--- config.mk ---
export PLATFORM = sky130hd
export DESIGN_NAME = m_imem_loader
export DESIGN_NICKNAME = d
export VERILOG_FILES = /design/src/rtl/m_imem_loader_pkg.sv /design/src/rtl/m_imem_loader_byte_packer.sv /design/src/rtl/m_imem_loader.sv
export SDC_FILE = /design/constraint.sdc
export NUM_CORES = 1
export LEC_CHECK = 0
export ABC_AREA = 1
export BUFFER_PORTS_ARGS = -buffer_cell sky130_fd_sc_hd__buf_4
export CAP_MARGIN = 15
export CORE_MARGIN = 4
export CORE_UTILIZATION = 40
export CTS_CLUSTER_DIAMETER = 200
export DETAILED_ROUTE_END_ITERATION = 16
export GPL_TIMING_DRIVEN = 1
export MAX_ROUTING_LAYER = met4
export SYNTH_ARGS = -nofsm -noshare
export SYNTH_HDL_FRONTEND = slang
export SYNTH_SLANG_ARGS = --single-unit
--- constraint.sdc ---
create_clock -name w_clk -period 6.55 [get_ports w_clk]
set_input_delay 0.3275 -clock w_clk [delete_from_list [all_inputs] [get_ports w_clk]]
set_output_delay 0.3275 -clock w_clk [all_outputs]
set_load 0.02 [all_outputs]
--- src/rtl/m_imem_loader_pkg.sv ---
// Shared definitions for the instruction-memory loader: FSM state encoding
// and the byte-lane / word geometry used by the packer and the top.
package m_imem_loader_pkg;

  localparam int LANE_W = 8;
  localparam int WORD_W = 32;
  localparam int LANES  = WORD_W / LANE_W;

  typedef enum logic [2:0] {
    ST_IDLE  = 3'd0,
    ST_LOAD  = 3'd1,
    ST_WRITE = 3'd2,
    ST_DONE  = 3'd3,
    ST_ERR   = 3'd4
  } state_e;

endpackage

--- src/rtl/m_imem_loader_byte_packer.sv ---
// Little-endian byte-to-word packer: a 2-bit lane counter steers each accepted
// byte into its lane of the assembly register; word_full flags the 4th byte.
module m_byte_packer
  import m_imem_loader_pkg::*;
(
  input  logic              w_clk,
  input  logic              w_rst_n,
  input  logic              clr,
  input  logic              take,
  input  logic [LANE_W-1:0] byte_in,
  output logic [WORD_W-1:0] word,
  output logic              word_full
);

  logic [1:0]        cnt_q, cnt_d;
  logic [WORD_W-1:0] word_q, word_d;

  always_comb begin
    cnt_d  = cnt_q;
    word_d = word_q;
    if (clr) begin
      cnt_d  = 2'd0;
      word_d = '0;
    end else if (take) begin
      for (int k = 0; k < LANES; k++) begin
        if (cnt_q == 2'(k)) word_d[k*LANE_W +: LANE_W] = byte_in;
      end
      cnt_d = cnt_q + 2'd1;
    end
  end

  always_ff @(posedge w_clk or negedge w_rst_n) begin
    if (!w_rst_n) begin
      cnt_q  <= 2'd0;
      word_q <= '0;
    end else begin
      cnt_q  <= cnt_d;
      word_q <= word_d;
    end
  end

  // Lane 3 landing completes the word; the FSM moves to WRITE on the same edge.
  assign word_full = take && !clr && (cnt_q == 2'd3);
  assign word      = word_q;

endmodule

--- src/rtl/m_imem_loader.sv ---
// Instruction-memory loader: packs a byte stream into 32-bit words, writes one
// word per WRITE cycle, and releases the CPU only once the whole image is in.
module m_imem_loader
  import m_imem_loader_pkg::*;
#(
  parameter int unsigned WORDS     = 64,
  parameter logic [31:0] BASE_ADDR = 32'h0
) (
  input  logic              w_clk,
  input  logic              w_rst_n,
  input  logic              w_start,
  input  logic [15:0]       w_nwords,
  input  logic              w_in_valid,
  input  logic [LANE_W-1:0] w_in_data,
  output logic              w_in_ready,
  output logic              w_we,
  output logic [WORD_W-1:0] w_waddr,
  output logic [WORD_W-1:0] w_wdata,
  output logic              w_busy,
  output logic              w_done,
  output logic              w_err,
  output logic              w_cpu_run,
  output logic [WORD_W-1:0] w_checksum
);

  state_e            state_q, state_d;
  logic [15:0]       nwords_q, nwords_d;
  logic [15:0]       wcnt_q, wcnt_d;
  logic [WORD_W-1:0] waddr_q, waddr_d;
  logic [WORD_W-1:0] checksum_q, checksum_d;
  logic              in_ready_q, in_ready_d;
  logic              we_q, we_d;
  logic              busy_q, busy_d;
  logic              done_q, done_d;
  logic              err_q, err_d;
  logic              cpu_run_q, cpu_run_d;

  logic              take;
  logic              pack_clr;
  logic              word_full;
  logic [WORD_W-1:0] pack_word;
  logic              len_bad;
  logic [15:0]       wcnt_inc;

  assign take     = w_in_valid && in_ready_q;
  assign len_bad  = (w_nwords == 16'd0) || ({16'd0, w_nwords} > 32'(WORDS));
  assign wcnt_inc = wcnt_q + 16'd1;

  m_byte_packer u_packer (
    .w_clk     (w_clk),
    .w_rst_n   (w_rst_n),
    .clr       (pack_clr),
    .take      (take),
    .byte_in   (w_in_data),
    .word      (pack_word),
    .word_full (word_full)
  );

  always_comb begin
    state_d    = state_q;
    nwords_d   = nwords_q;
    wcnt_d     = wcnt_q;
    waddr_d    = waddr_q;
    checksum_d = checksum_q;
    in_ready_d = in_ready_q;
    we_d       = 1'b0;
    busy_d     = busy_q;
    done_d     = done_q;
    err_d      = err_q;
    cpu_run_d  = cpu_run_q;
    pack_clr   = 1'b0;

    case (state_q)
      ST_IDLE, ST_DONE, ST_ERR: begin
        if (w_start) begin
          pack_clr   = 1'b1;
          nwords_d   = w_nwords;
          wcnt_d     = 16'd0;
          waddr_d    = BASE_ADDR;
          checksum_d = '0;
          done_d     = 1'b0;
          cpu_run_d  = 1'b0;
          if (len_bad) begin
            state_d    = ST_ERR;
            err_d      = 1'b1;
            busy_d     = 1'b0;
            in_ready_d = 1'b0;
          end else begin
            state_d    = ST_LOAD;
            err_d      = 1'b0;
            busy_d     = 1'b1;
            in_ready_d = 1'b1;
          end
        end
      end

      ST_LOAD: begin
        if (word_full) begin
          state_d    = ST_WRITE;
          in_ready_d = 1'b0;
          we_d       = 1'b1;
        end
      end

      ST_WRITE: begin
        checksum_d = checksum_q + pack_word;
        wcnt_d     = wcnt_inc;
        // The address only advances when another word follows, so it never
        // points past the last word of the image.
        if (wcnt_inc == nwords_q) begin
          state_d    = ST_DONE;
          done_d     = 1'b1;
          cpu_run_d  = 1'b1;
          busy_d     = 1'b0;
          in_ready_d = 1'b0;
        end else begin
          state_d    = ST_LOAD;
          in_ready_d = 1'b1;
          waddr_d    = waddr_q + 32'd4;
        end
      end

      default: begin
        state_d    = ST_IDLE;
        in_ready_d = 1'b0;
        busy_d     = 1'b0;
      end
    endcase
  end

  always_ff @(posedge w_clk or negedge w_rst_n) begin
    if (!w_rst_n) begin
      state_q    <= ST_IDLE;
      nwords_q   <= 16'd0;
      wcnt_q     <= 16'd0;
      waddr_q    <= BASE_ADDR;
      checksum_q <= '0;
      in_ready_q <= 1'b0;
      we_q       <= 1'b0;
      busy_q     <= 1'b0;
      done_q     <= 1'b0;
      err_q      <= 1'b0;
      cpu_run_q  <= 1'b0;
    end else begin
      state_q    <= state_d;
      nwords_q   <= nwords_d;
      wcnt_q     <= wcnt_d;
      waddr_q    <= waddr_d;
      checksum_q <= checksum_d;
      in_ready_q <= in_ready_d;
      we_q       <= we_d;
      busy_q     <= busy_d;
      done_q     <= done_d;
      err_q      <= err_d;
      cpu_run_q  <= cpu_run_d;
    end
  end

  assign w_in_ready = in_ready_q;
  assign w_we       = we_q;
  assign w_waddr    = waddr_q;
  assign w_wdata    = pack_word;
  assign w_busy     = busy_q;
  assign w_done     = done_q;
  assign w_err      = err_q;
  assign w_cpu_run  = cpu_run_q;
  assign w_checksum = checksum_q;

endmodule

==> Yosys cells after proc, flatten, opt, wreduce, memory -nomap -nowiden <==
Cells that the tools add are included.
{ "totals": {"output_inout_bits": 102, "inputBits": 28, "wordCells": 92, "ff_bits": 138} }
{ "classes": {"n_eq_ne": 12, "mux": 34, "n_bitwise": 1, "order_cmp": 1, "n_addsub": 4, "n_reduce_logical": 25} }
{ "op_table": {"columns": ["op", "n"], "rows": [
  ["2-to-1 mux 32 bit", 4],
  ["one-hot mux 32 bit (2 select lines)", 2],
  ["adder 32 x 3 -> 32 bit (second input constant)", 1],
  ["adder 32 bit", 1],
  ["2-to-1 mux 8 bit", 4],
  ["one-hot mux 16 bit (2 select lines)", 1],
  ["adder 16 x 1 -> 16 bit (second input constant)", 1],
  ["== test 16 bit", 1],
  ["greater-than comparator 16 x 7 -> 1 bit (second input constant)", 1],
  ["zero test 16 bit", 1],
  ["2-to-1 mux 16 bit", 1],
  ["AND reduction 2 bit", 7],
  ["2-to-1 mux 1 bit", 12],
  ["nonzero test 2 bit", 6],
  ["2-to-1 mux 3 bit", 3],
  ["one-hot mux 3 bit (3 select lines)", 1],
  ["AND reduction 3 bit", 3],
  ["== test 3 x 2 -> 1 bit (second input constant)", 2],
  ["2-to-1 mux 2 bit", 3],
  ["!= test 2 bit (second input constant)", 3],
  ["one-hot mux 1 bit (3 select lines)", 2],
  ["== test 2 bit (second input constant)", 2],
  ["== test 3 x 1 -> 1 bit (second input constant)", 1],
  ["== test 3 bit (second input constant)", 1],
  ["other kinds (11)", 13]
]} }

==> Logic depth before layout (Yosys ltp) <==
{ "depth": {"depth_word": 8, "ltp_mapped": 17, "depth_no_buf": 16} }

==> Modules after synthesis <==
From an unflattened synthesis, not the netlist that was laid out.
{ "unflattened": {"cells_unflattened": 1283, "hier_area_um2": 8959.8} }
{ "by_module_without_submodules": {"columns": ["mod", "seq_area_each_um2", "area_per_inst_um2", "n_inst", "cells_per_inst"], "rows": [
  ["m_imem_loader", 2552.4, 7423.4, 1, 1109],
  ["m_byte_packer", 850.8, 1536.5, 1, 174]
]} }

==> Least setup slack after synthesis <==
No wires, ideal clock.
{ "synth_timing": {"path_kind": "register to register", "from": "register checksum_q[0], in the netlist w_checksum[0]", "to": "register checksum_q[22], in the netlist w_checksum[22]", "setup_slack_ns": 4.196, "required_time_ns": 6.432, "path_buffers": 0, "arrival_ns": 2.236, "synth_period_minus_slack_ns": 2.354, "stages_incl_launch_ff": 13, "setup_time_ns": 0.118, "cell_sequence": "dfrtp_1 ha_1 inv_1 fa_1 inv_1 nand3_1 nand2_1 a21boi_0 o21ai_0 a21oi_1 or2_2 nand3_1 nand2_1"} }
{ "synth_via": {"elab_chain_len": 2} }
{ "synth_rtl": {"columns": ["item", "line", "source"], "rows": [
  ["from (decl)", "m_imem_loader.sv:30", "logic [WORD_W-1:0] checksum_q, checksum_d;"],
  ["from (signal assigned)", "m_imem_loader.sv:149", "checksum_q <= checksum_d;"],
  ["adder 32 bit", "m_imem_loader.sv:106", "checksum_d = checksum_q + pack_word;"],
  ["one-hot mux 32 bit (2 select lines)", "m_imem_loader.sv:73", "case (state_q)"]
]} }
Every way passes these cells.
A chain may end at the register's enable or synchronous reset.

==> Worst setup path in the final report <==
{ "layout_timing": {"from": "register wcnt_q[0]", "to": "register waddr_q[20], in the netlist w_waddr[20]"} }
{ "layout_via": {"elab_chain_len": 4} }
{ "layout_rtl": {"columns": ["item", "line", "source"], "rows": [
  ["from (decl)", "m_imem_loader.sv:28", "logic [15:0] wcnt_q, wcnt_d;"],
  ["from (signal assigned)", "m_imem_loader.sv:147", "wcnt_q <= wcnt_d;"],
  ["adder 16 x 1 -> 16 bit", "m_imem_loader.sv:47", "assign wcnt_inc = wcnt_q + 16'd1;"],
  ["== test 16 bit", "m_imem_loader.sv:110", "if (wcnt_inc == nwords_q) begin"],
  ["!= test 2 bit (no line)", null, null],
  ["AND reduction 3 bit (no line)", null, null],
  ["to (signal assigned)", "m_imem_loader.sv:148", "waddr_q <= waddr_d;"],
  ["to (decl)", "m_imem_loader.sv:29", "logic [WORD_W-1:0] waddr_q, waddr_d;"]
]} }
Every way passes these cells.

==> results_dict.tcl <==
set metrics [dict create \
    rsz0062_at_grt "no" \
    max_freq_ghz 0.2878 \
    critical_path_class "reg2reg" \
    setup_tns_ps 0 \
    fin_crit_ps 3475 \
    p_leak_nw 5.176 \
    post_cts_resized 0 \
    finalMaxSlewViolations 0 \
    grt_max_degree 72 \
    drt_iter0_markers 638 \
    clock_latency_ps 420 \
    yosysSeqAreaShare_pct 39.20 \
    hold_buffers 1 \
    hold_ws_ps 115.7 \
    async_reset_ff_share_pct 100.0 \
    cts_root_buf "clkbuf_16" \
    diodes 0 \
    synth-compound-area-share_pct 13.65 \
    hold_class "in2reg" \
    cts_buffers 17 \
    setup_viol_count_final 0 \
    r2r_slack_ps 3070 \
    startpoint_type "flip-flop" \
    min_period_over_period_pct 53.06 \
    synth_top_area_cell "dfrtp_1" \
    syn_inst 1237 \
    die_h_um 155.3 \
    critPathMaxStageDelay_ps 980 \
    cp_max_fo 30 \
    hold_violations 0 \
    skew_ps 10.88 \
    initial_core_util_pct 41.04 \
    grt_pass1_vias 7977 \
    final_nets 1424 \
    status "finished clean" \
    dpl.hpwl_um 19900 \
    synthSimpleGateAreaFrac_pct 32.93 \
    crit_path_end_kind "flip-flop" \
    crit_path_cell_trace "ha_1 > nand2_1 > inv_1 > nor2_1 > inv_1 > nand2_1 > nand2_1 > inv_1 > nand3_1 > nor2_1 > nand3_1 > nor2_2 > nand3_2 > nand2_1 > nand2_1 > nand2_1" \
    cts.clk_slew.worst_paths_ps 70 \
    ys.flop_type "dfrtp_1" \
    cts.path.max_buffers 2 \
    synthMuxAreaShare_pct 0 \
    synth_top_family_by_area "simple AND/OR/NAND/NOR gates" \
    postRouteAntennaNets 0 \
    wl_per_cell_um 16.13 \
    grt_use_total_pct 22.84 \
    synth_xor_area_share_pct 2.219 \
    totalWireLength_um 26550 \
    drv_cap 0 \
    required_ps 6900 \
    power_density_nw_per_um2 398.4 \
    cp_slowest_cell "nand2_1" \
    synth_area_um2 8682 \
    syn_to_final_growth_pct 21.50 \
    num_rows 53 \
    post_cts_buffers 0 \
    synthTopCellsByArea "dfrtp_1 (39%), nand2_1 (17%), o21ai_0 (5.9%)" \
    critPathArrivalTime_ps 3830 \
    vdd_ir_drop_max_uv 232.4 \
    synth_top_area_share_pct 39.20 \
    final_common_cell "nand2_1" \
    gp_congestion 0.9507 \
    dr.pass1.iters 5 \
    coreArea_um2 21150 \
    most-common-layout-cells "nand2_1 (402), dfrtp_1 (136), buf_4 (132)" \
    cts_tree "done" \
    drive_gt1_share_pct 13.64 \
    grt_overflow_total 0 \
    syn_area_per_cell_um2 7.019 \
    synth_seq_cells 136 \
    drc_errors 0 \
    vias 8648 \
    yosysWarnings 0 \
    antenna_found_initial 0 \
    worst_pin_slew_ps 1124 \
    dieArea_um2 24130 \
    synth_edf_count 0 \
    grt_pass1_wl_um 43240 \
    cts_sinks 136 \
    synth_adder_area_share_pct 5.563 \
    path_common_cell "nand2_1" \
    numPortBuffers 127 \
    synth_cell_types 40 \
    p_total_w 0.004203 \
    viasPerCell 5.254 \
    ios 130 \
    h-tree-depth 4 \
    die_w_um 155.3 \
    max-slew-margin-rel_pct 25.06 \
]
critical path: cells and delay by family (launching register included):
family | cells | cell delay [ps]
buf+inv | 3 | 200
fa+ha+maj | 1 | 270
flops | 1 | 450
simple gates | 12 | 2450
cell families (layout without fill, tap and decap cells):
| kind of cell | count (synthesis) | after routing |
|---|---|---|
| other cells | 1 | 2 |
| fa+ha+maj | 38 | 38 |
| compound gates | 219 | 219 |
| buf+inv | 140 | 273 |
| xor+xnor | 22 | 22 |
| flops | 136 | 136 |
| simple gates | 681 | 681 |
power breakdown:
group | internal (W) | switching [W] | total, W
Sequential | 0.00105 | 0.000230 | 0.00128
Clock | 0.000678 | 0.000403 | 0.00108
Combinational | 0.000596 | 0.00124 | 0.00184
metrics by stage:
step                      setup slack [ps]  instance area, um2  instances  utilization (%)
after floorplan                       4196                8686       1238                -
after global placement                3213                9882       1612            46.71
after detailed placement              3092                9882       1612            46.71
after CTS                             3061               10540       1645            49.83
after global routing                  2618               10550       1646            49.87
final                                 3075               10550       1646            49.87
cell type report:
| type | instances | area, um2 |
|---|---|---|
| well taps | 275 | 344.1 |
| clock buffers | 17 | 425.4 |
| inverters | 107 | 401.6 |
| clock inverters | 15 | 224.0 |
| multi-input cells | 962 | 4738 |
| repair buffers | 134 | 1012 |
| flip-flops and latches | 136 | 3403 |
| fillers | 2206 | 10610 |
per-layer routing:
metal,wire length (um),vias up,global-route usage [%]
li1,-,4339,-
met1,13410,4045,33.91
met2,11490,240,33.44
met3,1414,24,3.561
met4,242,0,4.002
met5,0,-,-
final timing paths:
path,startpoint,to,cells past startpoint
setup / recovery,wcnt_q[0],w_waddr[20],16
hold / removal,w_nwords[4],nwords_q[4],3
setup reg to reg,wcnt_q[0],w_waddr[20],16
hold reg to reg,w_busy,w_busy,2
max in group asynchronous,w_rst_n,w_waddr[29],3
min in group asynchronous,w_rst_n,u_packer.word[6],2
synthesized netlist by cell type, types with 2 or more instances:
cell type,instances
nand2_1,402
dfrtp_1,136
nor2_1,111
inv_1,105
o21ai_0,103
nand3_1,96
a21oi_1,73
ha_1,37
nor3_1,22
clkbuf_1,19
nand4_1,16
xor2_1,16
o22ai_1,13
nand3b_1,8
nor4_1,8
nor2_2,7
a21o_1,6
buf_2,6
xnor2_1,6
a31oi_1,5
buf_4,4
o21bai_1,4
or2_2,4
buf_1,3
nand3_2,3
o211ai_1,3
o21a_1,3
a32o_1,2
inv_2,2
nand2_2,2
o2111ai_1,2
o21ai_1,2
sequential cells by signal, indices dropped and copies added, names as in the netlist:
| name | cells |
|---|---|
| u_packer.word | 32 |
| w_checksum | 32 |
| nwords_q | 16 |
| state_q | 3 |
| w_in_ready | 1 |
| w_err | 1 |
| w_busy | 1 |
| w_cpu_run | 1 |
| w_waddr | 30 |
| w_we | 1 |
| wcnt_q | 16 |
| u_packer.cnt_q | 2 |
Power figures use the tool's default switching activity.
